<file path="src/rtl/core_loader_pkg.sv">
// Shared types and helpers for the core stream loader (state encoding,
// row/address width helpers, error counter width).
`ifndef DATA_WIDTH_IN_STREAM
`define DATA_WIDTH_IN_STREAM 8
`endif

package core_loader_pkg;

    // Loader states, kept as plain constants so legacy tools see simple vectors.
    typedef logic [1:0] loader_state_t;
    localparam loader_state_t IDLE  = 2'd0;
    localparam loader_state_t LOAD  = 2'd1;
    localparam loader_state_t DRAIN = 2'd2;

    // Framing error counter width and its saturation value.
    localparam int ERR_CNT_WIDTH = 8;
    localparam logic [ERR_CNT_WIDTH-1:0] ERR_CNT_MAX = '1;

    // Width of one packed array row.
    function automatic int row_width(input int data_width, input int beats_per_row);
        return data_width * beats_per_row;
    endfunction

    // Row address width; never narrower than one bit.
    function automatic int addr_width(input int num_rows);
        return (num_rows > 1) ? $clog2(num_rows) : 1;
    endfunction

endpackage

</file>
<file path="src/rtl/core_row_packer.sv">
// Packs stream beats into array rows. Holds the beat counter, the row
// buffer and the registered write strobe/data. A dropped beat (short
// frame terminator) discards the partial row without writing.
module core_row_packer
    import core_loader_pkg::*;
#(
    parameter int DATA_WIDTH     = 8,
    parameter int BEATS_PER_ROW  = 4,
    localparam int ROW_WIDTH     = row_width(DATA_WIDTH, BEATS_PER_ROW),
    localparam int BEAT_CNT_WIDTH = (BEATS_PER_ROW > 1) ? $clog2(BEATS_PER_ROW) : 1
)(
    input  logic                  clk,
    input  logic                  resetb,
    input  logic                  beat_valid,
    input  logic [DATA_WIDTH-1:0] beat_data,
    input  logic                  drop,
    output logic                  last_slot,
    output logic                  row_complete,
    output logic                  wr_en,
    output logic [ROW_WIDTH-1:0]  wr_data
);

    logic [BEAT_CNT_WIDTH-1:0] beat_cnt_q, beat_cnt_d;
    logic [ROW_WIDTH-1:0]      row_buf_q, row_buf_d;
    logic                      wr_en_q, wr_en_d;
    logic [ROW_WIDTH-1:0]      wr_data_q, wr_data_d;

    assign last_slot    = (beat_cnt_q == BEAT_CNT_WIDTH'(BEATS_PER_ROW - 1));
    assign row_complete = beat_valid && !drop && last_slot;
    assign wr_en        = wr_en_q;
    assign wr_data      = wr_data_q;

    // Store the beat in its slot; on the last slot launch the full row.
    always_comb begin
        beat_cnt_d = beat_cnt_q;
        row_buf_d  = row_buf_q;
        wr_en_d    = 1'b0;
        wr_data_d  = wr_data_q;
        if (beat_valid) begin
            if (drop) begin
                beat_cnt_d = '0;
            end else begin
                row_buf_d[beat_cnt_q*DATA_WIDTH +: DATA_WIDTH] = beat_data;
                if (last_slot) begin
                    beat_cnt_d = '0;
                    wr_en_d    = 1'b1;
                    wr_data_d  = row_buf_d;
                end else begin
                    beat_cnt_d = beat_cnt_q + BEAT_CNT_WIDTH'(1);
                end
            end
        end
    end

    // Register packer state; reset cancels any pending write.
    always_ff @(posedge clk) begin
        if (resetb) begin
            beat_cnt_q <= '0;
            row_buf_q  <= '0;
            wr_en_q    <= 1'b0;
            wr_data_q  <= '0;
        end else begin
            beat_cnt_q <= beat_cnt_d;
            row_buf_q  <= row_buf_d;
            wr_en_q    <= wr_en_d;
            wr_data_q  <= wr_data_d;
        end
    end

endmodule

</file>
<file path="src/rtl/core_stream_loader.sv">
// Per-core stream loader: packs scanner beats into rows, writes them into
// the programming array and checks frame length.
// Optional: define CORE_LOADER_ERR_COUNT_EN to add a saturating err_count output.
module core_stream_loader
    import core_loader_pkg::*;
#(
    parameter int DATA_WIDTH    = `DATA_WIDTH_IN_STREAM,
    parameter int BEATS_PER_ROW = 4,
    parameter int NUM_ROWS      = 64,
    localparam int ADDR_WIDTH   = addr_width(NUM_ROWS)
)(
    input  logic                                clk,
    input  logic                                resetb,
    input  logic                                s_valid,
    output logic                                s_ready,
    input  logic                                s_last,
    input  logic [DATA_WIDTH-1:0]               s_data,
    input  logic                                core_busy,
    output logic                                wr_en,
    output logic [ADDR_WIDTH-1:0]               wr_addr,
    output logic [DATA_WIDTH*BEATS_PER_ROW-1:0] wr_data,
    output logic                                load_done,
    output logic                                frame_err,
    output logic                                loaded
`ifdef CORE_LOADER_ERR_COUNT_EN
    ,
    output logic [ERR_CNT_WIDTH-1:0]            err_count
`endif
);

    loader_state_t         state_q, state_d;
    logic [ADDR_WIDTH-1:0] row_cnt_q, row_cnt_d;
    logic [ADDR_WIDTH-1:0] wr_addr_q, wr_addr_d;
    logic                  load_done_q, load_done_d;
    logic                  frame_err_q, frame_err_d;
    logic                  loaded_q, loaded_d;

    logic accept;
    logic load_beat;
    logic last_slot;
    logic row_complete;
    logic final_pos;
    logic drop;

    // DRAIN swallows beats even while the core anneals; reset holds off input.
    assign s_ready   = !resetb && ((state_q == DRAIN) || !core_busy);
    assign accept    = s_valid && s_ready;
    assign load_beat = accept && (state_q != DRAIN);
    assign final_pos = (row_cnt_q == ADDR_WIDTH'(NUM_ROWS - 1)) && last_slot;
    assign drop      = s_last && !final_pos;

    assign wr_addr   = wr_addr_q;
    assign load_done = load_done_q;
    assign frame_err = frame_err_q;
    assign loaded    = loaded_q;

    core_row_packer #(
        .DATA_WIDTH    (DATA_WIDTH),
        .BEATS_PER_ROW (BEATS_PER_ROW)
    ) u_packer (
        .clk          (clk),
        .resetb       (resetb),
        .beat_valid   (load_beat),
        .beat_data    (s_data),
        .drop         (drop),
        .last_slot    (last_slot),
        .row_complete (row_complete),
        .wr_en        (wr_en),
        .wr_data      (wr_data)
    );

    // Frame FSM: track rows, classify frame end as complete/short/long.
    always_comb begin
        state_d     = state_q;
        row_cnt_d   = row_cnt_q;
        wr_addr_d   = wr_addr_q;
        load_done_d = 1'b0;
        frame_err_d = 1'b0;
        loaded_d    = loaded_q;
        case (state_q)
            IDLE, LOAD: begin
                if (load_beat) begin
                    state_d = LOAD;
                    if (state_q == IDLE) begin
                        loaded_d = 1'b0;
                    end
                    if (drop) begin
                        frame_err_d = 1'b1;
                        row_cnt_d   = '0;
                        state_d     = IDLE;
                    end else if (row_complete) begin
                        wr_addr_d = row_cnt_q;
                        if (final_pos) begin
                            row_cnt_d = '0;
                            if (s_last) begin
                                load_done_d = 1'b1;
                                loaded_d    = 1'b1;
                                state_d     = IDLE;
                            end else begin
                                frame_err_d = 1'b1;
                                state_d     = DRAIN;
                            end
                        end else begin
                            row_cnt_d = row_cnt_q + ADDR_WIDTH'(1);
                        end
                    end
                end
            end
            DRAIN: begin
                if (accept && s_last) begin
                    state_d = IDLE;
                end
            end
            default: state_d = IDLE;
        endcase
    end

    // Register FSM state and the status pulses.
    always_ff @(posedge clk) begin
        if (resetb) begin
            state_q     <= IDLE;
            row_cnt_q   <= '0;
            wr_addr_q   <= '0;
            load_done_q <= 1'b0;
            frame_err_q <= 1'b0;
            loaded_q    <= 1'b0;
        end else begin
            state_q     <= state_d;
            row_cnt_q   <= row_cnt_d;
            wr_addr_q   <= wr_addr_d;
            load_done_q <= load_done_d;
            frame_err_q <= frame_err_d;
            loaded_q    <= loaded_d;
        end
    end

`ifdef CORE_LOADER_ERR_COUNT_EN
    logic [ERR_CNT_WIDTH-1:0] err_count_q, err_count_d;

    assign err_count = err_count_q;

    // Count framing error pulses, saturating at the top value.
    always_comb begin
        err_count_d = err_count_q;
        if (frame_err_q && (err_count_q != ERR_CNT_MAX)) begin
            err_count_d = err_count_q + ERR_CNT_WIDTH'(1);
        end
    end

    // Error counter register, cleared only by reset.
    always_ff @(posedge clk) begin
        if (resetb) begin
            err_count_q <= '0;
        end else begin
            err_count_q <= err_count_d;
        end
    end
`endif

endmodule

</file>
<file path="config.mk">
export PLATFORM = sky130hd
export DESIGN_NAME = core_stream_loader
export DESIGN_NICKNAME = d
export VERILOG_FILES = /design/src/rtl/core_loader_pkg.sv /design/src/rtl/core_row_packer.sv /design/src/rtl/core_stream_loader.sv
export SDC_FILE = /design/constraint.sdc
export NUM_CORES = 1
export LEC_CHECK = 0
export ABC_AREA = 1
export BUFFER_PORTS_ARGS = -buffer_cell sky130_fd_sc_hd__buf_4
export CORE_MARGIN = 10
export CORE_UTILIZATION = 51
export DETAILED_ROUTE_END_ITERATION = 16
export PLACE_DENSITY = 0.78
export SLEW_MARGIN = 20
export SYNTH_ARGS = -nofsm -noshare
export SYNTH_HDL_FRONTEND = slang
export SYNTH_SLANG_ARGS = --single-unit
</file>
<file path="constraint.sdc">
create_clock -name clk -period 1.7 [get_ports clk]
set_input_delay 0.34 -clock clk [delete_from_list [all_inputs] [get_ports clk]]
set_output_delay 0.34 -clock clk [all_outputs]
set_load 0.01 [all_outputs]
</file>
==> results of run 1 <==
## registers in the layout, summed over array words and instances (netlist names)
register,count
state_q,2
u_packer.wr_en,1
u_packer.wr_data,32
loaded,1
frame_err,1
u_packer.row_buf_q,32
load_done,1
row_cnt_q,6
u_packer.beat_cnt_q,2
wr_addr,6
## layer usage
layer  share of wire (%)  up-vias  GRT usage, %
met5                   0        -             0
met4                 2.5        0          8.53
met3                 4.7       18          3.56
met2                  49       78          26.8
met1                  44     1653          20.4
li1                    -     1792             -
## what timing repair did
action | CTS | global route
setup buffers | 1 | 5
endpoints found under the setup margin | 38 | 68
resized for setup | 11 | 39
endpoints found under the hold margin | 0 | 0
hold buffers | 0 | 0
pin swaps | 0 | 2
## logic make-up after synthesis
family | count (synthesis) | synth area share [%]
DFF | 84 | 45.6
xor gates and xnor gates | 1 | 0.237
AOI/OAI and AO/OA | 137 | 19.5
buffers and inverters | 85 | 10.6
and+or+nand+nor | 184 | 21.7
adders and majority gates | 7 | 2.37
## how the worst max path moves through the flow
stage / depth (start not counted) / slack, ns / endpoint / from
after global placement: 9 / 0.007 / u_packer.wr_data[30] / u_packer.beat_cnt_q[0]
after floorplan: 8 / 0.11 / u_packer.row_buf_q[26] / u_packer.beat_cnt_q[0]
final: 8 / 0.02 / u_packer.row_buf_q[26] / u_packer.beat_cnt_q[0]
after global routing: 8 / -0.07 / u_packer.row_buf_q[26] / u_packer.beat_cnt_q[0]
after detailed placement: 8 / -0.04 / u_packer.row_buf_q[25] / u_packer.beat_cnt_q[0]
after CTS: 10 / 0.005 / u_packer.wr_data[10] / u_packer.beat_cnt_q[0]
## stage by stage
stage	utilization [%]	cell area (µm²)	hold slack [ns]	TNS, ns
floorplan	-	3690	0.430	0
global placement	63.3	4370	0.439	0
detailed placement	63.3	4370	0.445	-0.165
CTS	67.2	4640	0.282	0
global route	69.9	4830	0.305	-0.619
finish	69.9	4830	0.287	0
## worst min-delay path: cells and delay by family
kind / cells / cell delay, ns
AND/OR/NAND/NOR: 2 / 0.12
buffers and inverters: 1 / 0.15
## Yosys cell counts
master / instances
a211oi_1: 1
a21oi_1: 36
and3_1: 1
buf_1: 2
buf_2: 3
buf_6: 9
clkbuf_1: 13
clkinv_1: 1
dfxtp_1: 84
ha_1: 7
inv_1: 52
inv_2: 5
nand2_1: 56
nand2_4: 2
nand3_1: 16
nand3b_4: 1
nand4_1: 3
nand4_2: 1
nor2_1: 93
nor2_2: 10
nor2_8: 1
o211ai_1: 1
o21ai_0: 61
o21ai_1: 14
o22ai_1: 24
xor2_1: 1
## layout make-up
type	instances	area [µm²]	share of cell area, %
multi-input combinational	329	1780	36.9
clock buffer	9	124	2.57
clock inverter	7	98.8	2.05
inverter	58	223	4.61
tap	96	120	2.49
sequential	84	1690	34.9
timing repair buffer	102	795	16.5
## power groups by stage
| stage | sequential (mW) | clock [mW] | combinational (mW) |
|---|---|---|---|
| after floorplan | 2.05 | 0 | 0.154 |
| after global placement | 2.05 | 0 | 0.252 |
| after detailed placement | 2.05 | 0 | 0.258 |
| after CTS | 2.00 | 1.62 | 0.269 |
| after global routing | 2.01 | 1.70 | 0.327 |
| final | 2.01 | 1.62 | 0.300 |
==> results.yml, run 1 <==
run_status:
  status: "complete, no violations"
timing:
  tightest_slew_ns: 0.436
  fin_crit_sh_pct: 98.7
  final_max_slew_viol_count: 0
  slew_headroom_pct: 71.0
  timing.fmax_mhz: 596
  hold_violations: 0
  min_period_ns: 1.68
  setup_ws_ns: 0.0226
  finalSetupViolations: 0
  rsz0062_at_grt: "true"
  fin_skew_ns: 0.0127
synthesis:
  synth_area_leaders: "dfxtp_1, nor2_1, o21ai_0"
  synth-seq-cells: 84
  netlist_instances: 498
  syn_avg_cell_area_um2: 7.41
  synth_nets: 518
  netlist_area_mm2: 0.00369
  synth.largest_area_cell: "dfxtp_1"
  ys_types: 26
  seq_area_frac_synth_pct: 45.6
  synth_top_area_share_pct: 45.6
  ys_warn_count: 0
power_and_ir_drop:
  swShare_pct: 24.7
  p_sw_uw: 967
  seq_power_share_pct: 51.1
  comb_power_share_pct: 7.6
  power_leakage_nw: 2.21
  internal_power_mw: 2.95
  power_frac_clock_pct: 41.2
  p_per_area_mw_per_mm2: 813
  peakVddDrop_mv: 0.703
  total_power_mw: 3.92
clock_tree:
  clkLatencyLatePin_ns: 0.36
  cts_tree: "done"
  cts_max_level: 3
  path_clk_slew_ns: 0.09
  ctsLongestPathBuffers: 2
  numCtsBuffers: 9
  clock_sink_count: 84
  cts-root-buf: "clkbuf_8"
worst_hold_path:
  hp-class: "in -> reg"
  min_to: "load_done"
  min_from: "s_last"
  whs_path_depth: 3
routing:
  finalWirelength_mm: 9.87
  ant_nets: 0
  drtPass1Iterations: 5
  wl_per_cell_um: 14.4
  drt-initial-drc-count: 259
  vias: 3541
  drt_drc_violations_left: 0
  avgViaCountPerCell: 5.17
setup_path:
  setup.worst_path.class: "reg -> reg"
  cp_cell_sequence: "inv_1 -> buf_4 -> ha_1 -> inv_2 -> nand3_1 -> o22ai_2 -> o21ai_0 -> a21oi_1"
  path_buf_inv: 3
  cp.arrival_ns: 1.97
  reg2reg_slack_ns: 0.02
  path_delay_family: "compound AO/OA/AOI/OAI gates"
  start_kind: "flip-flop"
  r2r-end: "u_packer.row_buf_q[26]"
  cp.required_ns: 1.99
  cp_max_fo: 5
  max_stage_delay_ns: 0.36
  r2r-start: "u_packer.beat_cnt_q[0]"
  crit_slowest_cell: "dfxtp_2"
  r2r_cells: 8
  end_kind: "flip-flop"
global_route:
  grt.overflow.total: 0
  grt_pass1_vias: 3292
  grt_pass1_wl_mm: 15.5
  antenna_found_initial: 0
  grt_max_degree: 57
  track_usage_pct: 16.6
floorplanning:
  initial_core_util_pct: 53.4
  rows: 30
  io-pin-count: 56
  die_w_um: 105
  die_area_mm2: 0.0110
  core-area_mm2: 0.00691
  die_h_um: 105
finish:
  mostFrequentLayoutCell: "buf_4"
  fin_nets: 604
  area_growth_pct: 30.7
  fill_cells: 573
  instances_no_fill: 685
  n_antenna_cell: 0
  drive_gt1_share_pct: 29.0
  mostFrequentLayoutCells: "buf_4, nor2_1, dfxtp_1"
placed_design:
  port_buffers: 55
  place_ws_ns: -0.0374
  dp.cells: 663
  post-dp-hpwl_mm: 6.73
  place.gp.congestion: 0.899
run:
  drv_cap: 0
No activity file was read; power rests on OpenSTA's default activity.
==> inputs of run 2 (changes only) <==
==> constraint.sdc (replaced) <==
create_clock -name clk -period 1.7 [get_ports clk]
set_input_delay 0 -clock clk [delete_from_list [all_inputs] [get_ports clk]]
set_output_delay 0 -clock clk [all_outputs]
set_load 0.01 [all_outputs]
==> run 2 against run 1 <==
Maximum frequency grew 4.8%; clock-buffer cell count grew 2; design area shrank 2.5%; clock skew shrank 0.0023 ns; total power shrank 4.7%; largest power group unchanged; core utilization shrank 1.8 points; via count shrank 0.79%; highest routed layer unchanged; critical path depth is the same; die area is the same; first-iteration DRC count shrank 12%; clock power shrank 11%.
==> results.yml, run 2 (synthesis results as in run 1) <==
clock_tree:
  cts_tree: "done"
  clock_sink_count: 84
  cts_max_level: 3
  cts-root-buf: "clkbuf_8"
  ctsLongestPathBuffers: 2
  clkLatencyLatePin_ns: 0.36
  numCtsBuffers: 9
  path_clk_slew_ns: 0.08
routing:
  drt-initial-drc-count: 227
  wl_met2_mm: 4.55
  wl_per_cell_um: 13.9
  drt_drc_violations_left: 0
  drtPass1Iterations: 4
  avgViaCountPerCell: 5.17
  drt-met1-wl_mm: 4.21
  vias: 3513
  route.met3.wl_um: 565
  top_layer_used: "met4"
  ant_nets: 0
  finalWirelength_mm: 9.42
global_route:
  antenna_found_initial: 0
  grt.overflow.total: 0
  grt_pass1_wl_mm: 15.5
  track_usage_pct: 16.5
  grt_pass1_vias: 3262
  grt_max_degree: 52
power_and_ir_drop:
  comb_power_share_pct: 7.8
  power_leakage_nw: 2.16
  peakVddDrop_mv: 0.702
  total_power_mw: 3.74
  p_per_area_mw_per_mm2: 794
  seq_power_share_pct: 53.7
  power_frac_clock_pct: 38.6
  p_sw_uw: 905
  internal_power_mw: 2.83
  swShare_pct: 24.2
timing:
  hold_violations: 0
  tightest_slew_ns: 0.433
  min_period_ns: 1.60
  timing.fmax_mhz: 625
  finalSetupTns_ns: 0
  slew_headroom_pct: 71.1
  fin_skew_ns: 0.0104
  fin_crit_sh_pct: 94.1
  finalSetupViolations: 0
  setup_ws_ns: 0.0999
  final_max_slew_viol_count: 0
setup_path:
  max_stage_delay_ns: 0.36
  r2r_cells: 8
  cp_common_cell: "o21ai_1"
  cp-endpoint: "u_packer.row_buf_q[6]"
  cp.required_ns: 2.00
  r2r-start: "u_packer.beat_cnt_q[0]"
  end_kind: "flip-flop"
  reg2reg_slack_ns: 0.1
  path_delay_family: "buffers and inverters"
  critPathLaunch: "u_packer.beat_cnt_q[0]"
  path_buf_inv: 3
  start_kind: "flip-flop"
  crit_slowest_cell: "dfxtp_2"
  r2r-end: "u_packer.row_buf_q[6]"
  cp_cell_sequence: "inv_1 -> ha_4 -> inv_2 -> nand4_1 -> buf_4 -> o21ai_1 -> o21ai_1 -> nor2_1"
  cp.arrival_ns: 1.90
  cp_max_fo: 8
  setup.worst_path.class: "reg -> reg"
  cp.depth: 8
run_status:
  status: "complete, no violations"
placed_design:
  port_buffers: 55
  place_ws_ns: -0.165
  post-dp-hpwl_mm: 6.58
  place.gp.congestion: 0.921
finish:
  mostFrequentLayoutCells: "nor2_1, buf_4, dfxtp_1"
  fin_nets: 599
  fin_util_pct: 68.1
  mostFrequentLayoutCell: "nor2_1"
  n_antenna_cell: 0
  area_growth_pct: 27.5
  fill_cells: 585
  drive_gt1_share_pct: 25.5
run:
  drv_cap: 0
floorplanning:
  initial_core_util_pct: 53.4
  core-area_mm2: 0.00691
  io-pin-count: 56
  die_w_um: 105
  die_h_um: 105
  rows: 30
  die_area_mm2: 0.0110
worst_hold_path:
  hp-class: "in -> reg"
run 2: cell types whose count changed in the layout (fill, tap and decap cells not counted), sizes merged, moves of 2 or more:
cell	before	now
clkinvlp	1	3
dlygate4sd3	0	3
buf	102	94
clkbuf	9	11
inv	59	57
run 2: power groups by stage:
| stage | combinational [mW] | clock (mW) | sequential (mW) |
|---|---|---|---|
| after floorplan | 0.154 | 0 | 2.05 |
| after global placement | 0.244 | 0 | 2.05 |
| after detailed placement | 0.249 | 0 | 2.05 |
| after CTS | 0.270 | 1.46 | 2.00 |
| after global routing | 0.318 | 1.55 | 2.01 |
| final | 0.290 | 1.44 | 2.01 |
run 2: per-stage QoR:
step / instances / hold slack, ns / instance area, µm²
final: 680 / 0.0632 / 4700
after global routing: 680 / 0.0674 / 4700
after CTS: 677 / 0.0470 / 4600
after detailed placement: 657 / 0.264 / 4310
after global placement: 657 / 0.264 / 4310
after floorplan: 498 / 0.105 / 3690
run 2: worst min path at each step:
stage | startpoint | to | depth (start not counted)
final | core_busy | loaded | 4
after CTS | core_busy | loaded | 4
after detailed placement | resetb | state_q[0] | 2
after floorplan | core_busy | s_ready | 1
after global routing | core_busy | loaded | 4
after global placement | resetb | row_cnt_q[5] | 2
run 2: per-layer routing:
layer | global-route usage [%] | vias up
met5 | 0 | -
met4 | 5.00 | 0
met3 | 5.04 | 10
met2 | 27.5 | 101
met1 | 20.0 | 1619
li1 | - | 1783
run 2: area by class of cell:
cell class	instances	area, µm²	share of cell area (%)
multi-input combinational	329	1720	36.5
sequential	84	1690	35.9
timing repair buffer	97	756	16.1
inverter	58	224	4.76
clock buffer	11	141	3.01
tap	96	120	2.55
clock inverter	5	61.3	1.30
run 2: worst min-delay path, delay by kind of cell:
| family | cells | cell delay [ns] |
|---|---|---|
| and+or+nand+nor | 1 | 0.10 |
| AOI/OAI and AO/OA | 2 | 0.17 |
| buffers and inverters | 1 | 0.10 |
run 2: timing repair:
item                       CTS  global route
hold endpoints to repair    11             0
pin swaps                    1             1
setup endpoints to repair   43            72
setup buffers                1             3
hold buffers                 3             0
resized for setup           14            22
==> inputs of run 3 (changes only) <==
Settings changed: PLACE_DENSITY 0.78 to 0.73.
==> run 3 against run 2 <==
Non-clock buffer count decreased by 6; global-route usage rose by 0.28 points; clock-buffer cell count increased by 1; total power rose by 0.60%; design area rose by 0.53%; critical path depth unchanged; register-to-register slack lost 0.09 ns; maximum frequency decreased by 5.3%; combinational power hardly changed; cell count decreased by 0.74%; largest cell class unchanged.
==> results.yml, run 3 (synthesis results as in run 1) <==
clock_tree:
  ctsLongestPathBuffers: 2
  path_clk_slew_ns: 0.08
  cts_max_level: 3
  cts-root-buf: "clkbuf_8"
  cts_tree: "done"
  clock_sink_count: 84
  clkLatencyLatePin_ns: 0.36
  numCtsBuffers: 9
power_and_ir_drop:
  comb_power_share_pct: 7.6
  total_power_mw: 3.76
  p_per_area_mw_per_mm2: 795
  peakVddDrop_mv: 0.636
  power_leakage_nw: 2.14
  seq_power_share_pct: 53.3
  power_frac_clock_pct: 39.0
  p_sw_uw: 897
  swShare_pct: 23.9
  internal_power_mw: 2.86
setup_path:
  r2r-end: "u_packer.row_buf_q[26]"
  crit_slowest_cell: "dfxtp_1"
  cp.required_ns: 1.99
  path_delay_family: "compound AO/OA/AOI/OAI gates"
  reg2reg_slack_ns: 0.01
  setup.worst_path.class: "reg -> reg"
  path_buf_inv: 3
  end_kind: "flip-flop"
  cp.arrival_ns: 1.98
  cp_max_fo: 9
  r2r_cells: 8
  cp_cell_sequence: "inv_1 -> ha_1 -> inv_1 -> buf_4 -> nand3_1 -> o22ai_2 -> o21ai_0 -> a21oi_1"
  cp_common_cell: "inv_1"
  max_stage_delay_ns: 0.37
  start_kind: "flip-flop"
  r2r-start: "u_packer.beat_cnt_q[0]"
timing:
  rsz0062_at_grt: "true"
  final_max_slew_viol_count: 0
  hold_violations: 0
  tightest_slew_ns: 0.468
  timing.fmax_mhz: 592
  fin_skew_ns: 0.00888
  finalSetupViolations: 0
  min_period_ns: 1.69
  fin_crit_sh_pct: 99.4
  slew_headroom_pct: 68.8
global_route:
  antenna_found_initial: 0
  met3_usage_pct: 3.99
  grt_pass1_wl_mm: 15.8
  track_usage_pct: 16.8
  grt_pass1_vias: 3334
  grt_use_met1_pct: 21.2
  grt_max_degree: 57
  gr-usage-met2_pct: 26.8
  grt.overflow.total: 0
  top_usage_layer: "met2"
worst_hold_path:
  min_from: "core_busy"
  min_to: "loaded"
  whs_path_depth: 4
  hp-class: "in -> reg"
routing:
  vias: 3549
  finalWirelength_mm: 9.89
  drt_drc_violations_left: 0
  avgViaCountPerCell: 5.26
  ant_nets: 0
  drt-initial-drc-count: 243
  wl_per_cell_um: 14.7
  drtPass1Iterations: 5
placed_design:
  port_buffers: 55
  post-dp-hpwl_mm: 6.71
  dp.cells: 650
  place.gp.congestion: 0.913
floorplanning:
  initial_core_util_pct: 53.4
  die_h_um: 105
  rows: 30
  die_w_um: 105
  core-area_mm2: 0.00691
  die_area_mm2: 0.0110
  io-pin-count: 56
finish:
  mostFrequentLayoutCell: "nor2_1"
  mostFrequentLayoutCells: "nor2_1, buf_4, dfxtp_1"
  fin_nets: 594
  multi_input_area_mm2: 0.00178
  area_growth_pct: 28.1
  drive_gt1_share_pct: 26.3
  regArea_mm2: 0.00168
  n_antenna_cell: 0
  instances_no_fill: 675
  fill_cells: 604
run_status:
  status: "complete, no violations"
run:
  drv_cap: 0
-- run 3: routing by layer --
layer,wire length [µm],up-vias,share of wire [%]
li1,-,1768,-
met1,4360,1639,44
met2,4780,124,48
met4,179,0,1.8
met3,579,18,5.9
met5,0,-,0
-- run 3: how the worst max path moves through the flow --
stage | start | end | slack, ns | cells after the start
after floorplan | u_packer.beat_cnt_q[0] | u_packer.row_buf_q[26] | 0.11 | 8
after CTS | u_packer.beat_cnt_q[1] | u_packer.row_buf_q[9] | 0.008 | 7
final | u_packer.beat_cnt_q[0] | u_packer.row_buf_q[26] | 0.01 | 8
after global routing | u_packer.beat_cnt_q[0] | u_packer.row_buf_q[25] | -0.09 | 7
after global placement | u_packer.beat_cnt_q[0] | u_packer.wr_data[7] | -0.02 | 7
after detailed placement | u_packer.beat_cnt_q[1] | u_packer.row_buf_q[4] | -0.15 | 7
-- run 3: layout make-up --
| cell class | instances | share of cell area [%] |
|---|---|---|
| timing repair buffer | 91 | 15.3 |
| tap | 96 | 2.54 |
| clock inverter | 4 | 1.01 |
| multi-input combinational | 330 | 37.7 |
| inverter | 58 | 4.60 |
| clock buffer | 12 | 3.28 |
| sequential | 84 | 35.6 |
-- run 3: tightest hold or removal path, stage by stage --
cell	delay [ns]
buf_4	0.09
a21oi_1	0.10
nand3_1	0.09
o21ai_1	0.08
-- run 3: power by group through the flow --
stage	logic (mW)	registers (mW)	clock network (mW)
floorplan	0.154	2.05	0
global placement	0.238	2.05	0
detailed placement	0.245	2.05	0
CTS	0.259	2.00	1.49
global route	0.316	2.01	1.57
finish	0.287	2.00	1.47
-- run 3: what timing repair did --
action,4_1_cts,5_1_grt
cloned,0,1
pin swaps,1,1
hold buffers,3,0
setup endpoints to repair,20,60
setup buffers,1,4
gates resized for setup,4,35
endpoints found under the hold margin,11,0
-- run 3: metrics by stage --
step                      TNS (ns)  hold WS [ns]  setup slack [ns]  cell area, µm²  util (%)
final                            0        0.0460            0.0102            4730      68.5
after global routing         -1.25        0.0816           -0.0869            4730      68.5
after CTS                        0        0.0438           0.00791            4530      65.6
after detailed placement     -1.50         0.265            -0.152            4290      62.1
after global placement     -0.0319         0.264           -0.0215            4290      62.1
after floorplan                  0         0.105             0.106            3690         -
